### config.mk
export PLATFORM = sky130hd
export DESIGN_NAME = pipe_chain
export DESIGN_NICKNAME = d
export VERILOG_FILES = /design/src/rtl/pipe_chain.sv
export SDC_FILE = /design/constraint.sdc
export NUM_CORES = 1
export LEC_CHECK = 0
export ABC_AREA = 1
export CAP_MARGIN = 20
export CELL_PAD_IN_SITES_DETAIL_PLACEMENT = 1
export CELL_PAD_IN_SITES_GLOBAL_PLACEMENT = 1
export CORE_MARGIN = 2
export CORE_UTILIZATION = 25
export CTS_CLUSTER_SIZE = 20
export DETAILED_ROUTE_END_ITERATION = 7
export HOLD_SLACK_MARGIN = 0.08
export PLACE_DENSITY_LB_ADDON = 0.08
export SLEW_MARGIN = 30
export SYNTH_ARGS = -nofsm -noshare
export SYNTH_HDL_FRONTEND = slang
export SYNTH_SLANG_ARGS = --single-unit
### constraint.sdc
create_clock -name clk_i -period 14.9 [get_ports clk_i]
set_input_delay 2.235 -clock clk_i [delete_from_list [all_inputs] [get_ports clk_i]]
set_output_delay 2.235 -clock clk_i [all_outputs]
set_load 0.01 [all_outputs]
### src/rtl/pipe_chain.sv
// -----------------------------------------------------------------------------
// pipe_chain
//   A DEPTH-stage valid/ready register pipeline. Each stage holds a valid bit
//   and a WIDTH-bit payload. A stage accepts a new word whenever it is empty or
//   anything downstream of it can move, so bubbles collapse. Per-stage flush
//   bits kill whatever a stage would hold after the edge, without touching
//   the ready chain.
//
//   Optional feature macro: PIPE_CHAIN_PERF_EN
//     defined   -> occupancy_o is the registered count of valid stages and
//                  stall_cnt_o counts out_valid_o & !out_ready_i cycles
//                  (saturating).
//     undefined -> both ports are tied to 0 and no counter logic exists.
//
// Ports
//   clk_i        : clock, rising edge
//   rst_i        : asynchronous, active-high reset
//   in_valid_i   : upstream word offered
//   in_data_i    : upstream payload [WIDTH]
//   in_ready_o   : stage 0 accepts this cycle
//   out_valid_o  : last stage holds a valid word
//   out_data_o   : payload of the last stage [WIDTH]
//   out_ready_i  : downstream accepts
//   flush_i      : per-stage kill, bit k targets stage k [DEPTH]
//   occupancy_o  : number of valid stages [$clog2(DEPTH+1)]
//   stall_cnt_o  : backpressure cycle count [32]
// -----------------------------------------------------------------------------
module pipe_chain #(
   parameter int WIDTH = 32,
   parameter int DEPTH = 5
) (
   input  logic                       clk_i,
   input  logic                       rst_i,
   input  logic                       in_valid_i,
   input  logic [WIDTH-1:0]           in_data_i,
   output logic                       in_ready_o,
   output logic                       out_valid_o,
   output logic [WIDTH-1:0]           out_data_o,
   input  logic                       out_ready_i,
   input  logic [DEPTH-1:0]           flush_i,
   output logic [$clog2(DEPTH+1)-1:0] occupancy_o,
   output logic [31:0]                stall_cnt_o
);

   localparam int OCC_W = $clog2(DEPTH+1);

   logic [DEPTH-1:0] v_q, v_d;
   logic [WIDTH-1:0] d_q [DEPTH];
   logic [WIDTH-1:0] d_d [DEPTH];

   logic [DEPTH:0]   rdy;
   logic [DEPTH:0]   chain_v;
   logic [WIDTH-1:0] src_d [DEPTH];

   // Ready ripples from the consumer back to stage 0. A running variable keeps
   // the chain a single forward computation rather than a self-referencing
   // vector.
   always_comb begin : ready_chain
      logic r;
      r          = out_ready_i;
      rdy        = '0;
      rdy[DEPTH] = r;
      for (int k = DEPTH-1; k >= 0; k--) begin
         r      = ~v_q[k] | r;
         rdy[k] = r;
      end
   end

   // Word offered to each stage: stage 0 from upstream, stage k from k-1.
   assign chain_v = {v_q, in_valid_i};

   always_comb begin
      src_d[0] = in_data_i;
      for (int k = 1; k < DEPTH; k++) begin
         src_d[k] = d_q[k-1];
      end
   end

   always_comb begin
      v_d = v_q;
      d_d = d_q;
      for (int k = 0; k < DEPTH; k++) begin
         if (rdy[k]) begin
            v_d[k] = chain_v[k];
            // Payload only moves with a valid word so idle stages stay quiet.
            if (chain_v[k]) begin
               d_d[k] = src_d[k];
            end
         end
         // Flush wins over both load and hold; it never feeds back into rdy.
         if (flush_i[k]) begin
            v_d[k] = 1'b0;
         end
      end
   end

   always_ff @(posedge clk_i or posedge rst_i) begin
      if (rst_i) begin
         v_q <= '0;
         for (int k = 0; k < DEPTH; k++) begin
            d_q[k] <= '0;
         end
      end else begin
         v_q <= v_d;
         for (int k = 0; k < DEPTH; k++) begin
            d_q[k] <= d_d[k];
         end
      end
   end

   assign in_ready_o  = rdy[0];
   assign out_valid_o = v_q[DEPTH-1];
   assign out_data_o  = d_q[DEPTH-1];

`ifdef PIPE_CHAIN_PERF_EN
   logic [OCC_W-1:0] occ_q, occ_d;
   logic [31:0]      stall_q, stall_d;

   // Occupancy is the popcount of the stage valids that will be present after
   // the edge, so the register tracks v[] without a cycle of lag.
   always_comb begin
      occ_d = '0;
      for (int k = 0; k < DEPTH; k++) begin
         occ_d = occ_d + OCC_W'(v_d[k]);
      end
      stall_d = stall_q;
      if (v_q[DEPTH-1] && !out_ready_i && (stall_q != 32'hFFFF_FFFF)) begin
         stall_d = stall_q + 32'd1;
      end
   end

   always_ff @(posedge clk_i or posedge rst_i) begin
      if (rst_i) begin
         occ_q   <= '0;
         stall_q <= '0;
      end else begin
         occ_q   <= occ_d;
         stall_q <= stall_d;
      end
   end

   assign occupancy_o = occ_q;
   assign stall_cnt_o = stall_q;
`else
   assign occupancy_o = '0;
   assign stall_cnt_o = '0;
`endif

endmodule

After elaboration in Yosys (flattened, before gate mapping)
Index checks and enable logic that the tools add are counted.
- bits in registers: 165
- bits of input ports: 41
- multiplexer cells: 10
- reductions and logical operators: 10
- bitwise operators: 10
- operator list (cell ; number):
    2-to-1 mux 1 bit ; 10
    AND reduction 2 bit ; 5
    nonzero test 2 bit ; 5
    NOT 1 bit ; 5
    bitwise OR 1 bit ; 5

Logic depth before layout (Yosys ltp)
- word-level depth: 8
- mapped depth: 8
- gate-level depth less buffers: 7

Worst setup path before layout
No wires, ideal clock.
- kind: in2out
- start point: input port out_ready_i
- end point: output port in_ready_o
- path buffers: 1
- arrival time: 2.889 ns
- setup slack: 9.776 ns
- data required time: 12.665 ns
- stages: 5
- path through: inv_1 nand3_2 nor2_4 nand3_4 buf_2
- word-level cells in the longest chain between the ends: 5
- ends and longest elaborated chain (element ; RTL line ; text):
    start, declared ; 39 ; input logic out_ready_i,
    bitwise OR 1 bit (5 in a row) ; 64 ; r = ~v_q[k] | r;
    end, declared ; 36 ; output logic in_ready_o,
No other way between the ends.

Worst setup path in the final report
Same ends and word-level chain as after synthesis.

==> results.ini <==
[die]
placementRows=60
die_h_um=170
die_area_sq_um=28900
ios=110
die_w_um=170
core_area_sq_um=27000
start_util_pct=25.5

[sta]
setup_viol=0
tns_ps=0
hold_slack_ps=474
max_slew_margin_pct=43.4
timing.final.crit_share_pct=42.8
slew_viol_final=0
period_minus_slack_ps=6380
rsz0062_at_grt=false
timing_hold_violations_final=0
fmax_ghz=0.157
fin_skew_ps=7.75
worstMarginPinSlew_ps=848

[hold_path]
hold_path_end=d_q[120]$_DFFE_PP0P_
min_from=d_q[120]$_DFFE_PP0P_
min_path_cells=2
hp-class=register to register

[global_routing]
gr-usage-all-layers_pct=10.7
grt_max_degree=104
grt_pass1_vias=4650
overflow=0
antenna_found_initial=0
grt_pass1_wl_um=24400

[clocking]
numCtsBuffers=17
h-tree-depth=4
clkSlewWorstSetupHoldPaths_ps=60
cts.path.max_buffers=2
root_buffer=clkbuf_16
clk_latency_ps=410
ctsHoldBuffers=0
cts_tree=yes
cts-resized-gates=0
cts.sinks=165
post-cts-setup-buffers=0

[drt]
drtAntennaViolNets=0
dr.pass1.iters=4
avgViaCountPerCell=4.01
drt_wl_total_um=14400
dr_total_vias=4364
wire_per_inst_um=13.3
drc=0
drt_iter0_markers=259

[place]
dpl.hpwl_um=10100
io_buffers=74
gp_congestion=0.654

[logic_synthesis]
synth_top_area_cell=dfrtp_1
avgSynthCellArea_sq_um=9.69
ys_seq_area_share_pct=60.0
synth_top_area_share_pct=60.0
ys_types=20
syn_inst=710
synth_xor_area_share_pct=0
synth-seq-cells=165
synth_compound_area_share_pct=4.88
ys_warn_count=0
synth_area_sq_um=6880
yosys.area_share.simple_pct=19.5
synthAdderAreaFrac_pct=0
yosys-top-cells-area=dfrtp_1 (60%), nand2_1 (11%), buf_4 (7.4%)
synth_top_family_by_area=simple AND/OR/NAND/NOR gates
post_synth_mux_area_share_pct=2.78

[worst_setup_path]
r2r_start=v_q[1]$_DFFE_PP0P_
cp.required_ps=12660
end_kind=output pin
crit_path_start_kind=input port
cp_max_fo=35
r2r_slack_ps=12630
critPathLaunch=out_ready_i
r2r_cells=4
worst_ep_arrival_time_ps=4140
rr_endpoint=d_q[114]$_DFFE_PP0P_
crit_type=input port to output pin

[run_status]
status=completed

[cells_and_area]
mostFrequentLayoutCell=nand2_1
fillCellCount=3064
fin_util_pct=29.9
register_area_sq_um=4130
diodes=0
multi_input_area_sq_um=2000
drive_above_1_share_pct=8.16
syn2layout_area_growth_pct=17.2
nets=776
final_cell_mix=nand2_1 (196), dfrtp_1 (165), nand3_1 (81)

[power_and_ir_drop]
powerDensity_nw_per_um2=150
cellLeakagePower_nw=4.01
peakVddDrop_mv=0.0754

[job]
cap_violations=0

[cell usage after synthesis, drive strengths merged]
cell	number
mux2	17
inv	38
clkbuf	5
a21oi	36
nand3	83
nor2	32
o21ai	31
buf	101
conb	1
nand4	1
dfrtp	165
nand2	200
[stage by stage]
step / cells / setup slack (ps) / cell area, sq um / total power [mW]
6_report: 1089 / 8520 / 8060 / 1.21
2_1_floorplan: 744 / 8200 / 7010 / 0.730
3_3_place_gp: 1057 / 8560 / 7470 / 0.779
3_5_place_dp: 1057 / 8510 / 7470 / 0.789
5_1_grt: 1089 / 8400 / 8060 / 1.28
4_1_cts: 1089 / 8500 / 8060 / 1.23
[critical path, cell delays in order]
cell and delay [ps]:
clkdlybuf4s50_1 400, inv_1 120, nand3_2 170, nor2_4 210
nand3_4 360, clkdlybuf4s50_1 630
[cell families (layout without fill, tap and decap cells)]
family	after synthesis	after routing
AND/OR/NAND/NOR	316	316
other	1	35
flip-flops	165	165
AO/OA/AOI/OAI	67	67
buffers and inverters	144	148
multiplexers	17	17
[power by group]
part | switching (mW) | internal [mW] | leakage (nW)
registers | 0.0458 | 0.535 | 2.04
logic | 0.0931 | 0.100 | 1.69
clock network | 0.175 | 0.256 | 0.279
total | 0.314 | 0.892 | 4.01
[flip-flops by register name (all words and copies together), names as in the netlist]
| signal | flops |
|---|---|
| d_q | 128 |
| out_data_o | 32 |
| v_q | 5 |
[layer usage]
| layer | track usage [%] | wire length (um) | share of wire, % | vias up |
|---|---|---|---|---|
| met5 | 0 | 0 | 0 | - |
| met1 | 16.2 | 8000 | 55 | 2055 |
| met3 | 2.19 | 528 | 3.7 | 12 |
| met2 | 14.7 | 5690 | 39 | 93 |
| li1 | - | - | - | 2204 |
| met4 | 4.24 | 223 | 1.5 | 0 |
[layout make-up]
class                           instances  share of cell area [%]
Multi-Input combinational cell        435                    24.8
Timing Repair Buffer                   78                    9.50
Sequential cell                       165                    51.2
Clock inverter                         11                    1.58
Tap cell                              341                    5.29
Inverter                               38                    1.86
Clock buffer                           21                    5.71
[how the worst max path moves through the flow]
stage	end	slack, ps	cells past startpoint
floorplan	d_q[100]$_DFFE_PP0P_	8200	1
global placement	in_ready_o	8560	6
detailed placement	in_ready_o	8510	6
CTS	in_ready_o	8500	6
global route	in_ready_o	8400	6
finish	in_ready_o	8520	6
No activity file was read; power rests on OpenSTA's default activity.
